File: src/rtl/pipe_pkg.sv
// Shared definitions for the elastic pipeline-stage register:
// default bundle widths, EX/MEM field layout and the skid occupancy states.
package pipe_pkg;

  // Default bundle widths (EX/MEM stage).
  localparam int CTRL_W_DEF = 4;
  localparam int DATA_W_DEF = 133;

  // EX/MEM control bundle layout: {regWrite, resultSrc[1:0], memWrite}.
  localparam int CTRL_REGWRITE_BIT  = 3;
  localparam int CTRL_RESULTSRC_LSB = 1;
  localparam int CTRL_RESULTSRC_W   = 2;
  localparam int CTRL_MEMWRITE_BIT  = 0;

  // EX/MEM payload layout: {ALUResult, writeData, rd, immExt, PCPlus4}.
  localparam int DATA_PCPLUS4_LSB   = 0;
  localparam int DATA_PCPLUS4_W     = 32;
  localparam int DATA_IMMEXT_LSB    = 32;
  localparam int DATA_IMMEXT_W      = 32;
  localparam int DATA_RD_LSB        = 64;
  localparam int DATA_RD_W          = 5;
  localparam int DATA_WRITEDATA_LSB = 69;
  localparam int DATA_WRITEDATA_W   = 32;
  localparam int DATA_ALURESULT_LSB = 101;
  localparam int DATA_ALURESULT_W   = 32;

  // Occupancy of the two-entry (main + skid) stage.
  typedef enum logic [1:0] {
    EMPTY = 2'd0,
    ONE   = 2'd1,
    TWO   = 2'd2
  } skidState_e;

  // Assemble an EX/MEM control bundle from its named fields.
  function automatic logic [3:0] exMemCtrl(input logic       regWrite,
                                           input logic [1:0] resultSrc,
                                           input logic       memWrite);
    return {regWrite, resultSrc, memWrite};
  endfunction

endpackage

File: src/rtl/pipe_skid_slot.sv
// One {ctrl, data} holding register of the pipeline stage.
// clear zeroes only the control bits (bubble); the payload is kept so that
// downstream sees stable data, and only reset clears it.
module pipe_skid_slot
  import pipe_pkg::*;
#(
  parameter int CTRL_W = CTRL_W_DEF,
  parameter int DATA_W = DATA_W_DEF
) (
  input  logic              clk,
  input  logic              rst_n,
  input  logic              load,
  input  logic              clear,
  input  logic [CTRL_W-1:0] ctrlIn,
  input  logic [DATA_W-1:0] dataIn,
  output logic [CTRL_W-1:0] ctrlQ,
  output logic [DATA_W-1:0] dataQ
);

  // Slot storage: clear (bubble/flush) wins over load.
  always_ff @(posedge clk or negedge rst_n) begin
    if (!rst_n) begin
      ctrlQ <= {CTRL_W{1'b0}};
      dataQ <= {DATA_W{1'b0}};
    end else if (clear) begin
      ctrlQ <= {CTRL_W{1'b0}};
    end else if (load) begin
      ctrlQ <= ctrlIn;
      dataQ <= dataIn;
    end
  end

endmodule

File: src/rtl/pipe_stage_reg.sv
// Elastic pipeline-stage register with valid/ready handshake, stall and
// synchronous flush. Empty or flushed stages present an all-zero control bubble.
// Build option: define PIPE_SKID_EN for a two-entry stage (main + skid) whose
// in_ready is a flop output; otherwise the stage holds a single entry and
// in_ready is combinational from out_ready.
module pipe_stage_reg
  import pipe_pkg::*;
#(
  parameter int CTRL_W = CTRL_W_DEF,
  parameter int DATA_W = DATA_W_DEF
) (
  input  logic              clk,
  input  logic              rst_n,
  input  logic              flush,
  input  logic              in_valid,
  output logic              in_ready,
  input  logic [CTRL_W-1:0] in_ctrl,
  input  logic [DATA_W-1:0] in_data,
  output logic              out_valid,
  input  logic              out_ready,
  output logic [CTRL_W-1:0] out_ctrl,
  output logic [DATA_W-1:0] out_data
);

  logic              accept;
  logic              emit;
  logic              mainLoad;
  logic              mainClear;
  logic [CTRL_W-1:0] mainCtrlIn;
  logic [DATA_W-1:0] mainDataIn;
  logic [CTRL_W-1:0] mainCtrl;
  logic [DATA_W-1:0] mainData;

`ifdef PIPE_SKID_EN

  skidState_e        stateR;
  skidState_e        stateNext;
  logic              inReadyR;
  logic              outValidR;
  logic              skidLoad;
  logic              skidClear;
  logic              mainFromSkid;
  logic [CTRL_W-1:0] skidCtrl;
  logic [DATA_W-1:0] skidData;

  assign in_ready   = inReadyR;
  assign out_valid  = outValidR;
  assign accept     = in_valid & inReadyR;
  assign emit       = outValidR & out_ready;
  assign mainCtrlIn = mainFromSkid ? skidCtrl : in_ctrl;
  assign mainDataIn = mainFromSkid ? skidData : in_data;

  // Occupancy register; in_ready and out_valid are decoded from the next state so both are flops.
  always_ff @(posedge clk or negedge rst_n) begin
    if (!rst_n) begin
      stateR    <= EMPTY;
      inReadyR  <= 1'b1;
      outValidR <= 1'b0;
    end else begin
      stateR    <= stateNext;
      inReadyR  <= (stateNext != TWO);
      outValidR <= (stateNext != EMPTY);
    end
  end

  // Next-state and slot steering; flush empties both slots and drops any same-cycle accept.
  always_comb begin
    stateNext    = stateR;
    mainLoad     = 1'b0;
    mainClear    = 1'b0;
    skidLoad     = 1'b0;
    skidClear    = 1'b0;
    mainFromSkid = 1'b0;
    if (flush) begin
      stateNext = EMPTY;
      mainClear = 1'b1;
      skidClear = 1'b1;
    end else begin
      case (stateR)
        EMPTY: begin
          if (accept) begin
            stateNext = ONE;
            mainLoad  = 1'b1;
          end else begin
            stateNext = EMPTY;
          end
        end
        ONE: begin
          if (accept && !emit) begin
            stateNext = TWO;
            skidLoad  = 1'b1;
          end else if (accept && emit) begin
            stateNext = ONE;
            mainLoad  = 1'b1;
          end else if (emit) begin
            stateNext = EMPTY;
            mainClear = 1'b1;
          end else begin
            stateNext = ONE;
          end
        end
        TWO: begin
          if (emit) begin
            stateNext    = ONE;
            mainLoad     = 1'b1;
            mainFromSkid = 1'b1;
            skidClear    = 1'b1;
          end else begin
            stateNext = TWO;
          end
        end
        default: begin
          stateNext = EMPTY;
          mainClear = 1'b1;
          skidClear = 1'b1;
        end
      endcase
    end
  end

  pipe_skid_slot #(
    .CTRL_W(CTRL_W),
    .DATA_W(DATA_W)
  ) uSkidSlot (
    .clk    (clk),
    .rst_n  (rst_n),
    .load   (skidLoad),
    .clear  (skidClear),
    .ctrlIn (in_ctrl),
    .dataIn (in_data),
    .ctrlQ  (skidCtrl),
    .dataQ  (skidData)
  );

`else

  logic validR;

  assign out_valid  = validR;
  assign in_ready   = ~validR | out_ready;
  assign accept     = in_valid & in_ready;
  assign emit       = validR & out_ready;
  assign mainCtrlIn = in_ctrl;
  assign mainDataIn = in_data;

  // Valid flag of the single entry: flush > accept > emit > hold.
  always_ff @(posedge clk or negedge rst_n) begin
    if (!rst_n) begin
      validR <= 1'b0;
    end else if (flush) begin
      validR <= 1'b0;
    end else if (accept) begin
      validR <= 1'b1;
    end else if (emit) begin
      validR <= 1'b0;
    end else begin
      validR <= validR;
    end
  end

  // Slot steering: load on accept, bubble on flush or on a drain without refill.
  always_comb begin
    mainLoad  = 1'b0;
    mainClear = 1'b0;
    if (flush) begin
      mainClear = 1'b1;
    end else if (accept) begin
      mainLoad = 1'b1;
    end else if (emit) begin
      mainClear = 1'b1;
    end else begin
      mainLoad  = 1'b0;
      mainClear = 1'b0;
    end
  end

`endif

  pipe_skid_slot #(
    .CTRL_W(CTRL_W),
    .DATA_W(DATA_W)
  ) uMainSlot (
    .clk    (clk),
    .rst_n  (rst_n),
    .load   (mainLoad),
    .clear  (mainClear),
    .ctrlIn (mainCtrlIn),
    .dataIn (mainDataIn),
    .ctrlQ  (mainCtrl),
    .dataQ  (mainData)
  );

  assign out_ctrl = mainCtrl;
  assign out_data = mainData;

endmodule
File: config.mk
export PLATFORM = sky130hd
export DESIGN_NAME = pipe_stage_reg
export DESIGN_NICKNAME = d
export VERILOG_FILES = /design/src/rtl/pipe_pkg.sv /design/src/rtl/pipe_skid_slot.sv /design/src/rtl/pipe_stage_reg.sv
export SDC_FILE = /design/constraint.sdc
export NUM_CORES = 1
export LEC_CHECK = 0
export BUFFER_PORTS_ARGS = -buffer_cell sky130_fd_sc_hd__buf_2
export CAP_MARGIN = 20
export CORE_MARGIN = 8
export CORE_UTILIZATION = 35
export CTS_CLUSTER_SIZE = 14
export DETAILED_ROUTE_END_ITERATION = 8
export PLACE_DENSITY = 0.77
export RECOVER_POWER = 50
export REMOVE_ABC_BUFFERS = 1
export SLEW_MARGIN = 5
export SYNTH_ARGS = -nofsm -noshare
export SYNTH_HDL_FRONTEND = slang
export SYNTH_SLANG_ARGS = --single-unit
File: constraint.sdc
create_clock -name clk -period 1.71 [get_ports clk]
set_clock_uncertainty 0.2 [all_clocks]
set_input_delay 0.342 -clock clk [delete_from_list [all_inputs] [get_ports clk]]
set_output_delay 0.342 -clock clk [all_outputs]
set_load 0.01 [all_outputs]
Yosys cells after proc, flatten, opt, wreduce, memory -nomap -nowiden --
Index checks and enable logic that the tools add are counted. Widths: inputs -> output; s select.
Cells by class: multiplexer cells 10, bitwise logic cells 5, reduce and logical (&&, ||, !) cells 3
Operators by type and width (count):
- $mux 1 | 8
- $mux 4 | 2
- $reduce_bool 3->1 | 1
- $and 1x1->1 | 2
- $not 1->1 | 2
- $reduce_and 2->1 | 1
- $reduce_bool 2->1 | 1
- $or 1x1->1 | 1
Storage, ports and cells: flip-flop bits (word level) 138, output and inout bits 139, logic and storage cells 21

Logic depth before layout (Yosys ltp) --
Gate-level depths: netlist of run 1.
word-level depth 7, depth in mapped cells 5, depth with buffers taken out 4

Cells and area by module --
Synthesis of run 1 repeated with hierarchy kept, for this count alone.
Second synthesis, totals: cells, all modules 301, area total of the unflattened synthesis 5469.0 um^2
Modules (own cells, without submodules):
- pipe_skid_slot | times used 1, cells an instance 295, area an instance 5400.2 um^2, seq. area each 3428.3 um^2
- pipe_stage_reg | times used 1, cells an instance 6, area an instance 68.8 um^2, seq. area each 25.0 um^2

Least setup slack after synthesis of run 1 --
Ideal clock, no wire load.
kind register -> register, from register validR, in the netlist out_valid, to register uMainSlot.dataQ[100], library setup time 0.127 ns, arrival 1.549 ns, slack -0.167 ns, cell stages (with the launch flop) 6, cells stage by stage dfrtp_1 > nor2b_1 > nor3b_2 > buf_4 > buf_6 > mux2_1
On the way: word-level cells in the longest chain between the ends 7, elaborated cells on any way between the ends 11, classes of those cells mux (5); bitwise (5); reduce/logical (1)
RTL lines:
- start: declaration | RTL line pipe_stage_reg.sv:137 | logic validR;
- start signal: assignment | RTL line pipe_stage_reg.sv:157 | validR <= validR;
- $not 1->1 | RTL line pipe_stage_reg.sv:140 | assign in_ready = ~validR | out_ready;
- $or 1x1->1 | RTL line pipe_stage_reg.sv:140
- $and 1x1->1 | RTL line pipe_stage_reg.sv:141 | assign accept = in_valid & in_ready;
- $mux 1 | RTL line pipe_stage_reg.sv:167 | end else if (accept) begin
- $mux 1 | RTL line pipe_stage_reg.sv:165 | if (flush) begin
- $not 1->1 (no source line)
- $reduce_and 2->1 (no source line) (*)
- end signal: assignment | RTL line pipe_skid_slot.sv:24 | dataQ <= {DATA_W{1'b0}};
- end signal: assignment | RTL line pipe_skid_slot.sv:29 | dataQ <= dataIn;
- end: declaration | RTL line pipe_skid_slot.sv:17 | output logic [DATA_W-1:0] dataQ
Every way passes the cells marked *; elsewhere a longest branch is shown, timed or not. A chain may end at the register's enable or synchronous reset.

Final worst setup path of run 1 --
from register validR, in the netlist out_valid, to register uMainSlot.dataQ[55]
Same word-level chain as after synthesis.

==> reports/qor.log, run 1 <==
INFO  cts            cts_max_path_buffers=2
INFO  floorplanning  die-height=137.4µm
INFO  cts            cts_sinks=138
INFO  grt            globalRouteTotalUtil=0.1861
INFO  cells_and_area final_common_cell=sky130_fd_sc_hd__buf_2
INFO  route          drt_iter0_drc=103
INFO  critical_path  critical_path_required=1.80ns
INFO  pwr            power_density=1121mW/mm²
INFO  sta            fin_ws=-0.1463ns
INFO  cells_and_area finalNetCount=893
INFO  cells_and_area finish.cell_count_without_fillers=951
INFO  pwr            leakagePower=0.004737µW
INFO  logic_synthesis yosysSeqAreaShare=0.6696
INFO  sta            finalWorstPathRequiredPeriod=1.856ns
INFO  cells_and_area layout-drive-gt1-share=0.6034
INFO  pwr            vdd_drop_max=705.5µV
INFO  cells_and_area area_growth=84.98%
INFO  floorplanning  initial_core_util=0.3562
INFO  sta            final_hold_viol_count=0
INFO  sta            setup_total_negative_slack=-12.38ns
INFO  floorplanning  io_pins=281
INFO  cells_and_area multiInputGateArea=0.001936mm²
INFO  sta            final.period_utilization=1.086
INFO  placed_design  routability_congestion=0.8276
INFO  logic_synthesis synth.cell_area=0.005157mm²
INFO  route          dr_wl_met3=1.457mm
INFO  grt            largest_net_degree_at_the_start_of_global_routing=40
INFO  critical_path  timing.critical_path.to_type=flip-flop
INFO  critical_path  worst_setup_path_start_kind=flip-flop
INFO  logic_synthesis synth_area_per_cell=17.25µm²
INFO  route          route.detailed.vias_per_inst=4.627
INFO  sta            clock.fmax=538.7MHz
INFO  cts            clock_tree.htree_level_count=4
INFO  route          drc=0
INFO  placed_design  placed_cells_incl_taps=775
INFO  critical_path  crit_arrival=1.95ns
INFO  cells_and_area nFillCells=970
INFO  sta            timing.final.setup_violations=134
INFO  route          first_pass_iters=4
INFO  floorplanning  design.core.area=0.01448mm²
INFO  grt            antenna_found_initial=1
INFO  route          wirelength_met1=6.795mm
INFO  floorplanning  die_x=137.4µm
INFO  flow_run       drv_cap=0
INFO  outcome        failed_checks=negative setup slack
INFO  cells_and_area final_core_utilization=0.6589
INFO  placed_design  final_hpwl_dp=11.32mm
INFO  cells_and_area final_cell_mix=277 x sky130_fd_sc_hd__buf_2, 138 x sky130_fd_sc_hd__dfrtp_1, 133 x sky130_fd_sc_hd__dlygate4sd3_1, 90 x sky130_fd_sc_hd__mux2_4, 24 x sky130_fd_sc_hd__mux2_2
INFO  cts            cts.root.buffer_cell=sky130_fd_sc_hd__clkbuf_16
INFO  grt            grt_overflow=0
INFO  placed_design  detailedPlace.worstSlack=-0.1166ns
INFO  sta            pins_over_their_slew_limit=0
INFO  logic_synthesis yosysWarnings=0
INFO  route          wl_per_cell=19.78µm
INFO  logic_synthesis synth.ff_latch_count=138
INFO  grt            global_route_wire_length_before_repair=26.81mm
INFO  floorplanning  floorplan.die_area=0.01888mm²
INFO  outcome        run_status=complete, but fails checks
INFO  cells_and_area sequential_cell_area=0.003453mm²
INFO  route          route.vias.total=4400
INFO  critical_path  timing.critical_path.fanout_max=7
INFO  sta            worst_slew_margin_rel=0.3345
INFO  floorplanning  row_count=44
INFO  placed_design  io_buffer_count=280
INFO  sta            grt_setup_unrepaired=true
INFO  cts            tritoncts_clock_tree=yes
INFO  grt            first_global_vias=4996
INFO  min_path       worst_hold_path_type=input port to flip-flop
INFO  route          route.met2.wl=10.16mm
INFO  sta            slew_of_the_pin_with_the_lowest_slew_margin=0.9982ns
INFO  logic_synthesis netlist_instances=299
INFO  route          wirelength=18.81mm
INFO  cts            clk_latency=0.40ns
INFO  critical_path  setup.worst_path.class=flip-flop to flip-flop
INFO  cts            clk_pin_slew_worst_paths=0.06ns
INFO  logic_synthesis yosys.cell_types.count=12
INFO  route          top_signal_layer_used=met4
INFO  route          ant_nets=0
INFO  cts            clock_buffers_created_by_tritoncts=17
## metrics by stage
stage	area (µm²)	total power [µW]	hold WS, ns
global route	9535	11110	0.01005
finish	9540	10690	0.02247
detailed placement	6930	5959	0.06923
global placement	6930	5864	0.06320
floorplan	5041	4924	-0.1536
CTS	9160	10470	0.008385
## worst paths after layout
kind	start	endpoint	slack [ns]	cells after the start
max	out_valid$_DFFE_PN0P_	uMainSlot.dataQ[55]$_DFFE_PN0P_	-0.15	6
min	in_data[6]	uMainSlot.dataQ[6]$_DFFE_PN0P_	0.02	2
max reg2reg	out_valid$_DFFE_PN0P_	uMainSlot.dataQ[55]$_DFFE_PN0P_	-0.15	6
min reg2reg	uMainSlot.dataQ[88]$_DFFE_PN0P_	uMainSlot.dataQ[88]$_DFFE_PN0P_	0.29	1
max in group asynchronous	rst_n	uMainSlot.dataQ[33]$_DFFE_PN0P_	0.09	3
min in group asynchronous	rst_n	uMainSlot.dataQ[58]$_DFFE_PN0P_	0.45	2
## cells in the mapped netlist, drive strengths merged
library cell,count,area share
mux2,133,0.29
a32oi,4,0.0068
nor2,6,0.0044
nor2b,1,0.0012
inv,1,0.00073
buf,14,0.023
dfrtp,138,0.67
mux2i,1,0.0019
nor3b,1,0.0024
## sequential cells by signal, indices dropped and copies added (netlist names)
register and cells:
out_valid 1, uMainSlot.ctrlQ 4, uMainSlot.dataQ 133
## what timing repair did
item / in CTS / in global routing
hold endpoints to repair: 264 / 0
buffers inserted: 0 / 3
hold buffers: 133 / 0
pin swaps: 0 / 1
cloned: 2 / 4
gates resized for setup: 52 / 72
endpoints found under the setup margin: 133 / 133
## worst max-delay path, stage by stage (launching register included)
cell and delay [ns]:
sky130_fd_sc_hd__dfrtp_1 0.39, sky130_fd_sc_hd__nor2b_4 0.14, sky130_fd_sc_hd__nor3b_4 0.23, sky130_fd_sc_hd__buf_6 0.15
sky130_fd_sc_hd__buf_12 0.14, sky130_fd_sc_hd__clkbuf_16 0.17, sky130_fd_sc_hd__mux2_1 0.31
## cell type report
cell class	count	area share
repair buffers	447	0.3402
inverters	1	0.0006557
well taps	184	0.02413
diodes	3	0.0007869
clock inverters	10	0.01967
clock buffers	22	0.04970
flip-flops and latches	138	0.3620
multi-input cells	146	0.2029
## per-layer routing
metal | global-route usage | up-vias
met2 | 0.3359 | 195
li1 | - | 1970
met4 | 0.07483 | 0
met3 | 0.06747 | 31
met5 | 0 | -
met1 | 0.1911 | 2204
## power breakdown
group,switching [µW],internal (µW)
registers,315,3810
logic,1050,1430
clock network,1370,2710
total,2740,7960
## kinds of logic (layout without fill, tap and decap cells)
kind of cell           count (synthesis)  in the layout  share of synthesized area
flip-flops                           138            138                     0.6696
multiplexers                         134            134                     0.2923
buffers and inverters                 15            480                    0.02329
AND/OR/NAND/NOR                        8              8                   0.008006
AO/OA/AOI/OAI                          4              4                   0.006792
other                                  0              3                          0
Note: power is estimated with default switching activity, not from simulation.
==> inputs of run 2 (changes only) <==
--- a/config.mk
+++ b/config.mk
@@ -8,10 +8,10 @@
 export BUFFER_PORTS_ARGS = -buffer_cell sky130_fd_sc_hd__buf_2
 export CAP_MARGIN = 20
 export CORE_MARGIN = 8
-export CORE_UTILIZATION = 35
+export CORE_UTILIZATION = 40
 export CTS_CLUSTER_SIZE = 14
 export DETAILED_ROUTE_END_ITERATION = 8
-export PLACE_DENSITY = 0.77
+export PLACE_DENSITY = 0.85
 export RECOVER_POWER = 50
 export REMOVE_ABC_BUFFERS = 1
 export SLEW_MARGIN = 5
==> constraint.sdc (replaced) <==
create_clock -name clk -period 1.5 [get_ports clk]
set_clock_uncertainty 0.2 [all_clocks]
set_input_delay 0.3 -clock clk [delete_from_list [all_inputs] [get_ports clk]]
set_output_delay 0.3 -clock clk [all_outputs]
set_load 0.01 [all_outputs]
==> reports/qor.log, run 2 (same netlist as run 1, synthesis figures left out) <==
INFO  pwr            p_sw=3182µW [was 2736 µW]
INFO  critical_path  worst_setup_path_start_kind=flip-flop [unchanged]
INFO  critical_path  critical_path_required=1.60ns [was 1.80 ns]
INFO  route          drt_iter0_drc=161 [was 103]
INFO  route          route.vias.total=4461 [was 4400]
INFO  sta            final.period_utilization=1.221 [was 1.086]
INFO  pwr            p_int=8760µW [was 7957 µW]
INFO  sta            timing.final.setup_violations=135 [was 134]
INFO  route          wl_per_cell=21.24µm [was 19.78 µm]
INFO  min_path       worst_hold_path_type=input port to flip-flop [unchanged]
INFO  floorplanning  die_x=129.6µm [was 137.4 µm]
INFO  pwr            leakagePower=0.004676µW [was 0.004737 µW]
INFO  floorplanning  die-height=129.6µm [was 137.4 µm]
INFO  route          dr_wl_met3=1.599mm [was 1.457 mm]
INFO  cells_and_area sequential_cell_area=0.003453mm² [unchanged]
INFO  sta            finalWorstPathRequiredPeriod=1.831ns [was 1.856 ns]
INFO  pwr            power_switching_share=0.2665 [was 0.2559]
INFO  cells_and_area final_core_utilization=0.7499 [was 0.6589]
INFO  critical_path  crit_path_cell_trace=nor2b_4 -> nor3b_4 -> buf_6 -> buf_12 -> clkbuf_16 -> mux2_4 [was nor2b_4 -> nor3b_4 -> buf_6 -> buf_12 -> clkbuf_16 -> mux2_1]
INFO  pwr            p_clk_frac=0.373 [was 0.382]
INFO  route          wirelength=19.99mm [was 18.81 mm]
INFO  grt            first_global_vias=5439 [was 4996]
INFO  cells_and_area final_cell_mix=277 x sky130_fd_sc_hd__buf_2, 138 x sky130_fd_sc_hd__dlygate4sd3_1, 138 x sky130_fd_sc_hd__dfrtp_1, 64 x sky130_fd_sc_hd__mux2_4, 48 x sky130_fd_sc_hd__mux2_1 [was 277 x sky130_fd_sc_hd__buf_2, 138 x sky130_fd_sc_hd__dfrtp_1, 133 x sky130_fd_sc_hd__dlygate4sd3_1, 90 x sky130_fd_sc_hd__mux2_4, 24 x sky130_fd_sc_hd__mux2_2]
INFO  grt            grt_overflow=0 [unchanged]
INFO  placed_design  detailedPlace.worstSlack=-0.3048ns [was -0.1166 ns]
INFO  cells_and_area largest-register=uMainSlot.dataQ [unchanged]
INFO  route          wirelength_met1=6.807mm [was 6.795 mm]
INFO  sta            final_hold_viol_count=0 [unchanged]
INFO  route          top_signal_layer_used=met4 [unchanged]
INFO  grt            globalRouteTotalUtil=0.2299 [was 0.1861]
INFO  cts            cts_sinks=138 [unchanged]
INFO  cts            cts_max_path_buffers=2 [unchanged]
INFO  cts            clk_pin_slew_worst_paths=0.06ns [about the same]
INFO  floorplanning  initial_core_util=0.4087 [was 0.3562]
INFO  pwr            power_density=1262mW/mm² [was 1121 mW/mm²]
INFO  route          first_pass_iters=4 [unchanged]
INFO  outcome        failed_checks=negative setup slack [unchanged]
INFO  grt            global_route_wire_length_before_repair=29.29mm [was 26.81 mm]
INFO  cells_and_area largest_register_ff_count=133 [unchanged]
INFO  route          ant_nets=0 [unchanged]
INFO  critical_path  timing.critical_path.to_type=flip-flop [unchanged]
INFO  placed_design  io_buffer_count=280 [unchanged]
INFO  critical_path  cpPeakStageDelay=0.38ns [was 0.39 ns]
INFO  floorplanning  io_pins=281 [unchanged]
INFO  route          route.met2.wl=10.70mm [was 10.16 mm]
INFO  floorplanning  floorplan.die_area=0.01678mm² [was 0.01888 mm²]
INFO  critical_path  critPathSlowestCell=sky130_fd_sc_hd__dfrtp_1 [unchanged]
INFO  cells_and_area area_growth=83.48% [was 84.98%]
INFO  sta            setup_total_negative_slack=-38.74ns [was -12.38 ns]
INFO  cts            clock_buffers_created_by_tritoncts=17 [unchanged]
INFO  grt            largest_net_degree_at_the_start_of_global_routing=38 [was 40]
INFO  sta            grt_setup_unrepaired=true [unchanged]
INFO  sta            fin_ws=-0.3312ns [was -0.1463 ns]
INFO  cells_and_area finalNetCount=896 [was 893]
INFO  sta            timing.hold.ws=0.03066ns [was 0.02247 ns]
INFO  sta            pins_over_their_slew_limit=0 [unchanged]
INFO  critical_path  setup.worst_path.class=flip-flop to flip-flop [unchanged]
INFO  cts            clk_latency=0.41ns [was 0.40 ns]
INFO  pwr            vdd_drop_max=917.8µV [was 705.5 µV]
INFO  floorplanning  row_count=41 [was 44]
INFO  cells_and_area nFillCells=741 [was 970]
INFO  pwr            total_power_of_the_final_layout=11940µW [was 10690 µW]
INFO  critical_path  timing.critical_path.fanout_max=5 [was 7]
INFO  placed_design  routability_congestion=0.7973 [was 0.8276]
INFO  cells_and_area final_common_cell=sky130_fd_sc_hd__buf_2 [unchanged]
INFO  pwr            power_frac_seq=0.396 [was 0.386]
INFO  placed_design  final_hpwl_dp=11.24mm [was 11.32 mm]
INFO  critical_path  path_delay_family=buffers and inverters [unchanged]
INFO  flow_run       drv_cap=0 [unchanged]
INFO  cells_and_area multiInputGateArea=0.001838mm² [was 0.001936 mm²]
INFO  route          drc=0 [unchanged]
INFO  floorplanning  design.core.area=0.01262mm² [was 0.01448 mm²]
INFO  pwr            power.share.combinational=0.232 [about the same]
INFO  cells_and_area layout-drive-gt1-share=0.5632 [was 0.6034]
INFO  outcome        run_status=complete, but fails checks [unchanged]
INFO  grt            antenna_found_initial=2 [was 1]
INFO  cts            tritoncts_clock_tree=yes [unchanged]
INFO  cts            cts.root.buffer_cell=sky130_fd_sc_hd__clkbuf_16 [unchanged]
INFO  sta            clock.fmax=546.1MHz [was 538.7 MHz]
INFO  critical_path  cp.buffers_inverters=3 [unchanged]
INFO  sta            worst_slew_margin_rel=0.4550 [was 0.3345]
INFO  critical_path  crit_arrival=1.93ns [was 1.95 ns]
INFO  route          route.detailed.vias_per_inst=4.741 [was 4.627]
INFO  cts            clock_tree.htree_level_count=4 [unchanged]
INFO  sta            slew_of_the_pin_with_the_lowest_slew_margin=0.8175ns [was 0.9982 ns]
-- run 2: changes by cell type in the layout (fill, tap and decap cells not counted), sizes merged --
cell / delta
clkinvlp: -2
bufinv: -1
dlygate4sd3: +5
buf: -1
diode: -1
clkbuf: -4
clkinv: +6
-- run 2: what timing repair did --
item                                   4_1_cts  5_1_grt
resized for setup                           35       55
pin swaps                                    0        1
buffers inserted                             3        2
setup endpoints to repair                  136      138
cloned                                       3        5
endpoints found under the hold margin      274        1
hold buffers                               137        1
-- run 2: power by group through the flow --
stage | Combinational [µW] | Sequential [µW] | Clock, µW
after CTS | 2520 | 4660 | 4470
after detailed placement | 2080 | 4710 | 0
final | 2770 | 4720 | 4450
after floorplan | 615 | 5000 | 0
after global placement | 2010 | 4660 | 0
after global routing | 2940 | 4790 | 4710
-- run 2: stage by stage --
stage,instance area [µm²],std cells
global placement,6895,757
floorplan,5041,285
finish,9463,941
global route,9463,941
detailed placement,6895,757
CTS,9143,932
-- run 2: routing by layer --
layer | track usage | vias to the layer above
li1 | - | 1964
met1 | 0.2136 | 2205
met2 | 0.4329 | 226
met3 | 0.08012 | 66
met4 | 0.1202 | 0
met5 | 0 | -
-- run 2: worst reg2reg max path, delay by kind of cell, from the launching register on --
kind | cells | cell delay [ns]
flip-flops | 1 | 0.38
buffers and inverters | 3 | 0.47
AND/OR/NAND/NOR | 2 | 0.38
multiplexers | 1 | 0.30
-- run 2: final timing paths --
| check | from | end | slack [ns] | cells past startpoint |
|---|---|---|---|---|
| max | out_valid$_DFFE_PN0P_ | uMainSlot.dataQ[14]$_DFFE_PN0P_ | -0.33 | 6 |
| min | flush | uMainSlot.ctrlQ[0]$_DFFE_PN0P_ | 0.03 | 3 |
| max reg2reg | out_valid$_DFFE_PN0P_ | uMainSlot.dataQ[14]$_DFFE_PN0P_ | -0.33 | 6 |
| min reg2reg | uMainSlot.dataQ[58]$_DFFE_PN0P_ | uMainSlot.dataQ[58]$_DFFE_PN0P_ | 0.28 | 1 |
| max in group asynchronous | rst_n | uMainSlot.dataQ[16]$_DFFE_PN0P_ | 0.09 | 3 |
| min in group asynchronous | rst_n | uMainSlot.dataQ[100]$_DFFE_PN0P_ | 0.33 | 2 |
-- run 2: layout make-up --
class / count / area share
Sequential cell: 138 / 0.3649
Timing Repair Buffer: 450 / 0.3508
Multi-Input combinational cell: 146 / 0.1942
Clock buffer: 19 / 0.04786
Tap cell: 172 / 0.02274
Clock inverter: 13 / 0.01825
Inverter: 1 / 0.0006611
Antenna cell: 2 / 0.0005289
